## config.mk

```make
export PLATFORM = sky130hd
export DESIGN_NAME = warp_mem_arbiter
export DESIGN_NICKNAME = d
export VERILOG_FILES = /design/src/rtl/warp_pkg.sv /design/src/rtl/warp_rr_arbiter.sv /design/src/rtl/warp_mem_arbiter.sv
export SDC_FILE = /design/constraint.sdc
export NUM_CORES = 1
export LEC_CHECK = 0
export ABC_AREA = 1
export BUFFER_PORTS_ARGS = -buffer_cell sky130_fd_sc_hd__buf_2
export CORE_AREA = 2 2 108 110
export CTS_BUF_LIST = sky130_fd_sc_hd__clkbuf_16
export DETAILED_ROUTE_END_ITERATION = 8
export DIE_AREA = 0 0 110 112
export PLACE_DENSITY_LB_ADDON = 0.25
export SKIP_CTS_REPAIR_TIMING = 1
export SLEW_MARGIN = 20
export SYNTH_ARGS = -nofsm -noshare
export SYNTH_HDL_FRONTEND = slang
export SYNTH_HIERARCHICAL = 1
export SYNTH_SLANG_ARGS = --single-unit
```

## constraint.sdc

```tcl
create_clock -name clk -period 6.9 [get_ports clk]
set_input_delay 0.345 -clock clk [delete_from_list [all_inputs] [get_ports clk]]
set_output_delay 0.345 -clock clk [all_outputs]
set_load 0.03 [all_outputs]
```

## src/rtl/warp_pkg.sv

```systemverilog
// Shared warp-engine constants and memory request type.
package warp_pkg;

    localparam int REQ_ID_FETCH     = 0;
    localparam int REQ_ID_LSU       = 1;
    localparam int WARP_MEM_NUM_REQ = 2;
    localparam int WARP_ADDR_W      = 32;
    localparam int WARP_DATA_W      = 32;

    typedef struct packed {
        logic [WARP_ADDR_W-1:0] addr;
        logic                   write;
        logic [WARP_DATA_W-1:0] data;
    } warp_mem_req_t;

endpackage

```

## src/rtl/warp_rr_arbiter.sv

```systemverilog
// Round-robin arbiter: one-hot grant searched from a rotating pointer that
// advances past the winner only when the grant is taken.
module warp_rr_arbiter #(
    parameter int NUM_REQ = 2,
    localparam int IDW    = $clog2(NUM_REQ)
) (
    input  logic               clk,
    input  logic               rst_n,
    input  logic [NUM_REQ-1:0] req,
    input  logic               advance,
    output logic [NUM_REQ-1:0] grant,
    output logic [IDW-1:0]     grant_idx
);

    logic [IDW-1:0] ptr;
    logic [IDW:0]   cand;
    logic           found;

    always_comb begin
        grant     = '0;
        grant_idx = '0;
        found     = 1'b0;
        cand      = '0;
        for (int off = 0; off < NUM_REQ; off++) begin
            cand = {1'b0, ptr} + (IDW+1)'(off);
            if (cand >= (IDW+1)'(NUM_REQ))
                cand = cand - (IDW+1)'(NUM_REQ);
            if (!found && req[cand[IDW-1:0]]) begin
                found                  = 1'b1;
                grant_idx              = cand[IDW-1:0];
                grant[cand[IDW-1:0]]   = 1'b1;
            end
        end
    end

    always_ff @(posedge clk) begin
        if (!rst_n)
            ptr <= '0;
        else if (advance)
            ptr <= (grant_idx == IDW'(NUM_REQ-1)) ? '0 : grant_idx + 1'b1;
    end

endmodule

```

## src/rtl/warp_mem_arbiter.sv

```systemverilog
// Shares one memory port among NUM_REQ requesters; read responses are routed
// back in order using a FIFO of requester IDs.
module warp_mem_arbiter
    import warp_pkg::*;
#(
    parameter int NUM_REQ         = WARP_MEM_NUM_REQ,
    parameter int ADDR_WIDTH      = 32,
    parameter int DATA_WIDTH      = 32,
    parameter int MAX_OUTSTANDING = 4
) (
    input  logic                            clk,
    input  logic                            rst_n,
    input  logic [NUM_REQ-1:0]              req_valid,
    output logic [NUM_REQ-1:0]              req_ready,
    input  logic [NUM_REQ*ADDR_WIDTH-1:0]   req_addr,
    input  logic [NUM_REQ-1:0]              req_write,
    input  logic [NUM_REQ*DATA_WIDTH-1:0]   req_data,
    output logic [NUM_REQ-1:0]              resp_valid,
    input  logic [NUM_REQ-1:0]              resp_ready,
    output logic [DATA_WIDTH-1:0]           resp_data,
    output logic                            mem_req_valid,
    input  logic                            mem_req_ready,
    output logic [ADDR_WIDTH-1:0]           mem_req_addr,
    output logic                            mem_req_write,
    output logic [DATA_WIDTH-1:0]           mem_req_data,
    input  logic                            mem_resp_valid,
    output logic                            mem_resp_ready,
    input  logic [DATA_WIDTH-1:0]           mem_resp_data,
    output logic [$clog2(MAX_OUTSTANDING):0] outstanding,
    output logic                            err_unexpected_resp
);

    localparam int IDW = $clog2(NUM_REQ);
    localparam int PW  = $clog2(MAX_OUTSTANDING);
    localparam int CW  = PW + 1;
    localparam logic [CW-1:0] FULL_CNT = CW'(MAX_OUTSTANDING);

    typedef struct packed {
        logic [ADDR_WIDTH-1:0] addr;
        logic                  write;
        logic [DATA_WIDTH-1:0] data;
    } out_req_t;

    out_req_t             out_q, in_sel;
    logic                 out_valid;
    logic                 can_load, accept, push, pop, empty, full;
    logic [NUM_REQ-1:0]   eligible, grant;
    logic [IDW-1:0]       grant_idx, head;
    logic [IDW-1:0]       id_mem [MAX_OUTSTANDING];
    logic [PW-1:0]        wr_ptr, rd_ptr;
    logic [CW-1:0]        count;

    assign empty = (count == '0);
    assign full  = (count == FULL_CNT);
    assign head  = id_mem[rd_ptr];
    assign pop   = mem_resp_valid & !empty & resp_ready[head];

    // A pop in the same cycle frees a slot, so a full FIFO still admits a read.
    always_comb begin
        eligible = '0;
        for (int i = 0; i < NUM_REQ; i++)
            eligible[i] = req_valid[i] & (req_write[i] | !full | pop);
    end

    warp_rr_arbiter #(.NUM_REQ(NUM_REQ)) u_rr (
        .clk       (clk),
        .rst_n     (rst_n),
        .req       (eligible),
        .advance   (accept),
        .grant     (grant),
        .grant_idx (grant_idx)
    );

    assign can_load  = !out_valid | mem_req_ready;
    assign req_ready = grant & {NUM_REQ{can_load}};
    assign accept    = |req_ready;
    assign push      = accept & !req_write[grant_idx];

    always_comb begin
        in_sel.addr  = req_addr[int'(grant_idx)*ADDR_WIDTH +: ADDR_WIDTH];
        in_sel.write = req_write[grant_idx];
        in_sel.data  = req_data[int'(grant_idx)*DATA_WIDTH +: DATA_WIDTH];
    end

    always_ff @(posedge clk) begin
        if (!rst_n) begin
            out_valid <= 1'b0;
            out_q     <= '0;
        end else if (accept) begin
            out_valid <= 1'b1;
            out_q     <= in_sel;
        end else if (mem_req_ready) begin
            out_valid <= 1'b0;
        end
    end

    assign mem_req_valid = out_valid;
    assign mem_req_addr  = out_q.addr;
    assign mem_req_write = out_q.write;
    assign mem_req_data  = out_q.data;

    always_ff @(posedge clk) begin
        if (push)
            id_mem[wr_ptr] <= grant_idx;
    end

    always_ff @(posedge clk) begin
        if (!rst_n) begin
            wr_ptr <= '0;
            rd_ptr <= '0;
            count  <= '0;
        end else begin
            if (push)
                wr_ptr <= wr_ptr + 1'b1;
            if (pop)
                rd_ptr <= rd_ptr + 1'b1;
            case ({push, pop})
                2'b10:   count <= count + 1'b1;
                2'b01:   count <= count - 1'b1;
                default: ;
            endcase
        end
    end

    // Responses with no owner are swallowed so memory never stalls on them.
    always_ff @(posedge clk) begin
        if (!rst_n)
            err_unexpected_resp <= 1'b0;
        else if (mem_resp_valid & empty)
            err_unexpected_resp <= 1'b1;
    end

    always_comb begin
        resp_valid = '0;
        if (mem_resp_valid & !empty)
            resp_valid[head] = 1'b1;
    end

    assign resp_data      = mem_resp_data;
    assign mem_resp_ready = empty | resp_ready[head];
    assign outstanding    = count;

endmodule

```

==> results by stage, run 1 <==
Detailed routing:
- The routed length on met3 is 707 µm.
- Across all layers, the routed design uses 3993 vias.
- Before antenna repair, the detailed router went through 4 iterations.
- In the final routing, the length of wire on met1 measures 4640 µm.
- The highest metal layer with signal wires is met4.
- The routed length per instance is 13.2 µm.
- For this block, the initial DRC count from the detailed router was 275.
- For this run, design rule violations remaining after detail routing come to 0.
- The met2 wire length is 5070 µm.
- After detailed routing, the total wire length is 10800 µm.
- The average via count per standard cell is 4.92.
- The number of nets with antenna violations after detailed routing is 0.

Yosys:
- The number of standard cells after synthesis is 508.
- Summing the sequential cell areas from Yosys gives 43.5% of the chip area.
- The synthesized netlist occupies a cell area of 0.00382 mm².
- In the post-synthesis netlist, the biggest area contributors are dfxtp_1 (40%), nand2_1 (14%), a31oi_1 (10%).
- The share of the synthesized area in the top cell type is 40.3%.
- The largest total area in the synthesized netlist belongs to dfxtp_1.
- The average size of a mapped cell is 7.52 µm².
- The total number of yosys warnings is 6.
- The post-synth net total is 684.
- Counting flops and latches in the post-synthesis netlist gives 81.
- The synthesized netlist contains 27 unique library cells.

STA:
- The final hold violation count came to 0.
- The number of endpoints failing setup at the final stage is 0.
- The worst path in the final design needs a cycle of 3.75 ns, including I/O delays and setup.
- The normalized max-slew margin is 40.2%.
- The total count of max-transition violations in the final report is 0.
- Setup repair after global routing left no endpoint under its margin.
- The maximum clock frequency is 267 MHz.
- At the pin with the least slew margin, the transition time is 0.898 ns.
- In the post-route analysis, the smallest setup slack over all paths is 3.15 ns.
- The final period utilization is 54.4%.
- Adding up every negative setup slack in the final design gives 0 ns.
- The clock arrives with 0.00684 ns of skew.
- On the final layout, the worst hold slack is 0.284 ns.

Clock network:
- The number of buffers created by CTS is 9.
- The H-tree was split into 3 levels.
- Clock tree synthesis selected as its root buffer the cell clkbuf_16.
- The CTS tree is done.
- The worst-case clock buffer depth is 2.
- The clock latency on the worst-skew pair is 0.32 ns.
- The clock sink count is 81.
- After clock tree synthesis, the clock-pin slew on the worst setup and hold paths is 0.06 ns.

Floorplan:
- The floorplan row count is 39.
- The area of the die is 0.0123 mm².
- For this configuration, the core starts out at a cell density of 34.2%.
- The core area is 0.0112 mm².
- The die boundary height is 112 µm.
- The die extent in x is 110 µm.
- The number of top-level pins is 277.

Place:
- Routability-driven placement finished with a final weighted congestion of 0.808.
- Once detailed placement completed, the half-perimeter wirelength came to 7460 µm.
- Input and output buffers added on the ports amount to 212.
- Prior to clock tree synthesis, the placed netlist has a worst setup slack of 2.97 ns.

Global route:
- The total congestion overflow is 0.
- The maximum number of pins on one net before global-route repair is 88.
- The total routing resource utilization after global routing is 17.2%.
- The via count of the first global-routing pass is 3657.
- The first global-routing pass estimated 17100 µm of wire.
- The number of antenna violations at the first check in global routing came to 0.

Power and ir drop:
- In this run switching power makes up 35.8% of total power.
- For this design the static power due to leakage is 2.47 nW.
- The internal power contribution is 0.904 mW.
- Sequential cells burn 40.5% of the power.
- The maximum ir drop on the vdd rail is 0.000118 V.
- The switching power of the nets is 0.504 mW.
- Combinational logic is responsible for 30.5% of the overall power.
- In this run the power density over the cells is 285 mW/mm².
- The clock network is responsible for 29.0% of the overall power.

Setup path:
- For the worst setup path, the data required time is 7.11 ns.
- The path depth of the worst reg2reg path is 19.
- The capturing instance or port of the critical path is outstanding[2].
- The kind of launch point of the worst setup path is a register.
- In this run the register-to-register setup slack is 3.15 ns.
- The endpoint identified for the worst register-to-register timing path is outstanding[2].
- The capturing element type of the critical path is a register.
- Of all nets on the critical path, the largest fanout is 69.
- The worst setup path is of the register to register kind.
- The data arrival time of the critical path is 3.96 ns.

Finish:
- 0 antenna diodes ended up in the layout.
- The final layout contains 842 nets.
- The ratio of cells with drive above 1 in the final layout is 35.0%.
- From synthesis to final layout, the design area changed by 29.1%.

Job:
- Across the run, the number of max-cap violations was 0.

Hold path:
- The path class of the tightest hold or removal check is input port to register.

Status:
- The run finished with clean final reports.
-- cells by family after synthesis --
logic type	count (synthesis)	synth area share [%]
simple gates	171	17.9
buf+inv	98	13.7
compound gates	152	22.7
fa+ha+maj	6	2.16
flops	81	43.5
-- how the worst min path moves through the flow --
| stage | slack, ns | cells after the start | to | from |
|---|---|---|---|---|
| final | 0.28 | 3 | mem_req_addr[2] | req_addr[2] |
| after global routing | 0.28 | 3 | mem_req_addr[16] | req_addr[48] |
| after CTS | 0.27 | 3 | mem_req_addr[2] | req_addr[2] |
| after detailed placement | 0.44 | 2 | err_unexpected_resp | err_unexpected_resp |
| after global placement | 0.44 | 2 | err_unexpected_resp | err_unexpected_resp |
| after floorplan | 0.45 | 2 | register | rd_ptr[0] |
-- sequential cells by signal, summed over array words and instances (netlist names), named ones only --
| signal | count |
|---|---|
| err_unexpected_resp | 1 |
| id_mem | 4 |
| mem_req_addr | 32 |
| mem_req_data | 32 |
| mem_req_valid | 1 |
| mem_req_write | 1 |
| outstanding | 3 |
| rd_ptr | 2 |
| wr_ptr | 2 |
-- per-stage QoR --
step,power [mW],utilization (%),area [µm²],instances
after global placement,1.00,41.9,4690,798
after global routing,1.50,44.2,4930,812
after CTS,1.43,44.1,4930,812
final,1.41,44.2,4930,812
after floorplan,0.908,-,3820,508
after detailed placement,1.01,42.0,4690,798
-- metal layers --
layer  global-route usage [%]  vias to the layer above
met4                     9.11                        0
li1                         -                     1993
met5                        0                        -
met3                     3.51                       34
met1                     20.9                     1805
met2                     28.0                      161
-- Yosys cell counts (all sizes together) --
cell	n
a21boi	5
a21oi	11
a31oi	64
buf	50
clkbuf	18
dfxtp	77
edfxtp	4
fa	1
ha	5
inv	30
nand2	145
nand3	11
nand4	1
nor2	14
o211a	1
o21ai	71
-- critical path, cell delays in order, from the launching register on --
cell      delay [ns]
dfxtp_1         0.35
inv_1           0.06
nand2_1         0.07
nand3_2         0.10
nand2_1         0.13
nand2_1         0.08
nand2_1         0.08
nand2_1         0.12
a21boi_1        0.25
a21boi_4        0.24
buf_4           0.56
nand2_1         0.20
nand3_4         0.20
ha_1            0.16
inv_1           0.07
fa_1            0.39
a21oi_1         0.16
o21ai_0         0.11
o21ai_0         0.16
a21oi_1         0.06
-- power by group through the flow --
| stage | Combinational (mW) | Sequential [mW] | Clock [mW] |
|---|---|---|---|
| 3_3_place_gp | 0.428 | 0.577 | 0 |
| 3_5_place_dp | 0.433 | 0.579 | 0 |
| 5_1_grt | 0.473 | 0.578 | 0.445 |
| 4_1_cts | 0.433 | 0.570 | 0.422 |
| 2_1_floorplan | 0.218 | 0.690 | 0 |
| 6_report | 0.429 | 0.570 | 0.408 |
-- final cells by class --
class                   count  area (µm²)
clock buffers               9         225
well taps                 143         179
multi-input cells         329        1650
clock inverters             5        20.0
inverters                  30         114
flip-flops and latches     81        1660
fillers                  1171        6240
repair buffers            215        1090
-- layout by cell type (no fill, tap or decap), drive strengths merged --
cell	Yosys	layout
buf	50	215
nand2	145	145
dfxtp	77	77
o21ai	71	71
a31oi	64	64
inv	30	32
nor2	14	14
a21oi	11	11
nand3	11	11
clkbuf	18	9
ha	5	5
a21boi	5	5
edfxtp	4	4
clkinv	0	3
o211a	1	1
nand4	1	1
fa	1	1
Power figures use the tool's default switching activity.
==> run 2: changes to the inputs <==
- CORE_AREA: 2 2 108 110 -> 2 2 106 108
- DIE_AREA: 0 0 110 112 -> 0 0 108 110
- clock period: 6.9 -> 3.9 ns (I/O delays scaled with it)
==> run 2 against run 1 <==
Hold slack got worse by 0.16 ns. Clock skew about the same. Register-to-register slack got worse by 2.3 ns. Critical endpoint unchanged. Sequential power increased by 75%. Via count decreased by 0.95%. Highest routed layer unchanged. Fmax increased by 22%. Utilization increased by 2.2 points.
==> results by stage, run 2 (synthesis results as in run 1) <==
Setup path:
- The path depth of the worst reg2reg path is 18 (was 19).
- The data arrival time of the critical path is 3.35 ns (was 3.96 ns).
- The kind of launch point of the worst setup path is a register (unchanged).
- The minimum setup slack among reg-to-reg paths is 0.81 ns (was 3.15 ns).
- The worst endpoint required time is 4.16 ns (was 7.11 ns).
- The largest fanout on the critical path is 10 (was 69).
- The startpoint of the lowest-slack register-to-register path is id_mem[1].
- The capturing element type of the critical path was a register (unchanged).
- The endpoint of the worst register-to-register path is outstanding[2] (unchanged).
- The start-to-end type of the worst setup path was register to register (unchanged).

Place:
- The worst setup slack after placement is 0.843 ns (was 2.97 ns).
- The final estimated routing congestion in global placement was 0.809 (was 0.808).
- The quantity of I/O buffers inserted on ports is 212 (unchanged).
- The post-detailed-placement cell area is 0.00470 mm² (was 0.00469 mm²).
- The number of cells in the design after placement is 796 (was 798).
- The placed wire-length estimate after detailed placement is 7680 µm (was 7460 µm).

Floorplan:
- The core area is 0.0107 mm² (was 0.0112 mm²).
- The initial core utilization is 35.7% (was 34.2%).
- The number of top-level pins is 277 (unchanged).
- The area of the die is 0.0119 mm² (was 0.0123 mm²).
- The die boundary height is 110 µm (was 112 µm).
- The floorplan row count is 38 (was 39).
- The die extent in x came to 108 µm (was 110 µm).

STA:
- The transition time at the pin with the least slew margin came to 0.681 ns (was 0.898 ns).
- The maximum clock frequency is 324 MHz (was 267 MHz).
- The number of endpoints failing setup at the final stage is 0 (unchanged).
- The normalized max-slew margin was 54.6% (was 40.2%).
- The setup total negative slack is 0 ns (unchanged).
- The total count of max-transition violations in the final report came to 0 (unchanged).
- The slack of the critical path is 0.815 ns (was 3.15 ns).
- The post-route worst hold slack is 0.129 ns (was 0.284 ns).
- The post-layout minimum cycle time came to 3.09 ns (was 3.75 ns).
- The final period utilization is 79.1% (was 54.4%).
- RSZ-0062 raised after global routing: false (unchanged).
- The maximum clock skew at final layout came to 0.00654 ns (was 0.00684 ns).
- The final hold violation count was 0 (unchanged).

Hold path:
- The type of the most critical hold path is input port to register (unchanged).
- The endpoint of the worst hold path is mem_req_data[30] (was mem_req_addr[2]).
- The launch instance of the worst min-delay path is req_data[30] (was req_addr[2]).
- The instance count along the most critical hold path came to 3 (unchanged).

Power and ir drop:
- The total power consumption of the routed design is 2.50 mW (was 1.41 mW).
- The maximum ir drop on the vdd rail is 0.000182 V (was 0.000118 V).
- The switching fraction of total power came to 35.9% (was 35.8%).
- The leakage power total is 2.49 nW (was 2.47 nW).
- The switching power of the nets came to 0.897 mW (was 0.504 mW).
- The combinational cell fraction of total power was 30.8% (was 30.5%).
- The fraction of power consumed by the clock network is 29.0% (about the same).
- The fraction of power consumed by sequential logic came to 40.2% (was 40.5%).
- The internal power contribution is 1.60 mW (was 0.904 mW).
- The power density over cell area is 504 mW/mm² (was 285 mW/mm²).

Global route:
- The via count of the first global-routing pass is 3583 (was 3657).
- The total congestion overflow is 0 (unchanged).
- The global-route wire length before repair was 16600 µm (was 17100 µm).
- The total routing resource utilization after global routing is 17.7% (was 17.2%).
- The number of antenna violations at the first check in global routing is 1 (was 0).
- The maximum number of pins on one net before global-route repair is 133 (was 88).

Clock network:
- The clock slew at the register clock pins of the worst setup and hold paths is 0.06 ns (about the same).
- The clock latency on the worst-skew pair is 0.33 ns (was 0.32 ns).
- The cell at the root of the clock tree is clkbuf_16 (unchanged).
- The CTS H-tree depth is 3 (unchanged).
- The clock sink count is 81 (unchanged).
- The CTS tree was done (unchanged).
- The worst-case clock buffer depth is 2 (unchanged).
- The number of buffers created by CTS is 9 (unchanged).

Finish:
- The count of non-filler cells in the finished layout is 813 (was 812).
- The ratio of cells with drive above 1 in the final layout is 34.8% (was 35.0%).
- The post-layout instance area is 0.00496 mm² (was 0.00493 mm²).
- The final layout net count is 843 (was 842).
- The leading cell type in the layout, fill and taps excluded is buf_2 (unchanged).
- The number of inserted filler cells in the final layout came to 1104 (was 1171).
- The final core utilization is 46.4% (was 44.2%).
- The area added between synthesis and finish came to 29.7% (was 29.1%).
- Commonest cells after routing, fill and taps aside: buf_2 (211), nand2_1 (144), dfxtp_1 (77) (unchanged).

Job:
- The number of maximum-capacitance constraint violations is 0 (unchanged).

Detailed routing:
- The number of nets with antenna violations after detailed routing is 0 (unchanged).
- The number of remaining DRC errors is 0 (unchanged).
- The DRC violation total after the first TritonRoute iteration is 251 (was 275).
- The total wire length after detailed routing is 11000 µm (was 10800 µm).
- The routed length per instance is 13.5 µm (was 13.2 µm).
- The number of search-and-repair iterations in the first detailed-routing pass is 4 (unchanged).
- The detailed-route via count is 3955 (was 3993).
- The average via count per standard cell is 4.86 (was 4.92).

Status:
- Run status: finished, final reports clean (unchanged).
run 2: how the worst max path moves through the flow:
stage | start | end | slack, ns | depth (start not counted)
after global routing | register | outstanding[2] | 0.55 | 19
after global placement | register | outstanding[2] | 0.98 | 19
after detailed placement | register | outstanding[2] | 0.84 | 19
after CTS | register | outstanding[2] | 0.82 | 19
after floorplan | outstanding[0] | outstanding[2] | 0.84 | 16
final | id_mem[1] | outstanding[2] | 0.81 | 18
run 2: cell type report:
type	count	area, µm²	share of cell area, %
inverters	30	113	2.27
clock inverters	7	26.3	0.530
repair buffers	216	1110	22.3
well taps	140	175	3.53
multi-input cells	329	1650	33.3
flip-flops and latches	81	1660	33.5
clock buffers	9	225	4.54
diodes	1	2.50	0.0505
run 2: worst max-delay path, cell delays in order, from the launching register on:
cell	delay [ns]
edfxtp_1	0.36
nand2_1	0.09
nand3_2	0.11
nand2_1	0.13
nand2_1	0.09
nand2_1	0.09
nand2_1	0.11
a21boi_1	0.38
a21boi_0	0.27
inv_1	0.12
a21oi_4	0.20
nand3_4	0.15
ha_1	0.23
inv_1	0.10
fa_1	0.19
a21oi_1	0.06
o21ai_0	0.09
o21ai_0	0.10
a21oi_1	0.14
run 2: metal layers:
| metal | up-vias | track usage [%] | wire length, µm |
|---|---|---|---|
| li1 | 2000 | - | - |
| met3 | 19 | 5.35 | 860 |
| met2 | 168 | 30.9 | 5400 |
| met5 | - | 0 | 0 |
| met4 | 0 | 7.78 | 176 |
| met1 | 1768 | 20.1 | 4550 |
run 2: power groups by stage:
stage | Combinational, mW | Sequential (mW) | Clock, mW
4_1_cts | 0.776 | 1.00 | 0.754
5_1_grt | 0.848 | 1.02 | 0.785
2_1_floorplan | 0.386 | 1.22 | 0
3_3_place_gp | 0.765 | 1.02 | 0
3_5_place_dp | 0.775 | 1.02 | 0
6_report | 0.769 | 1.00 | 0.726
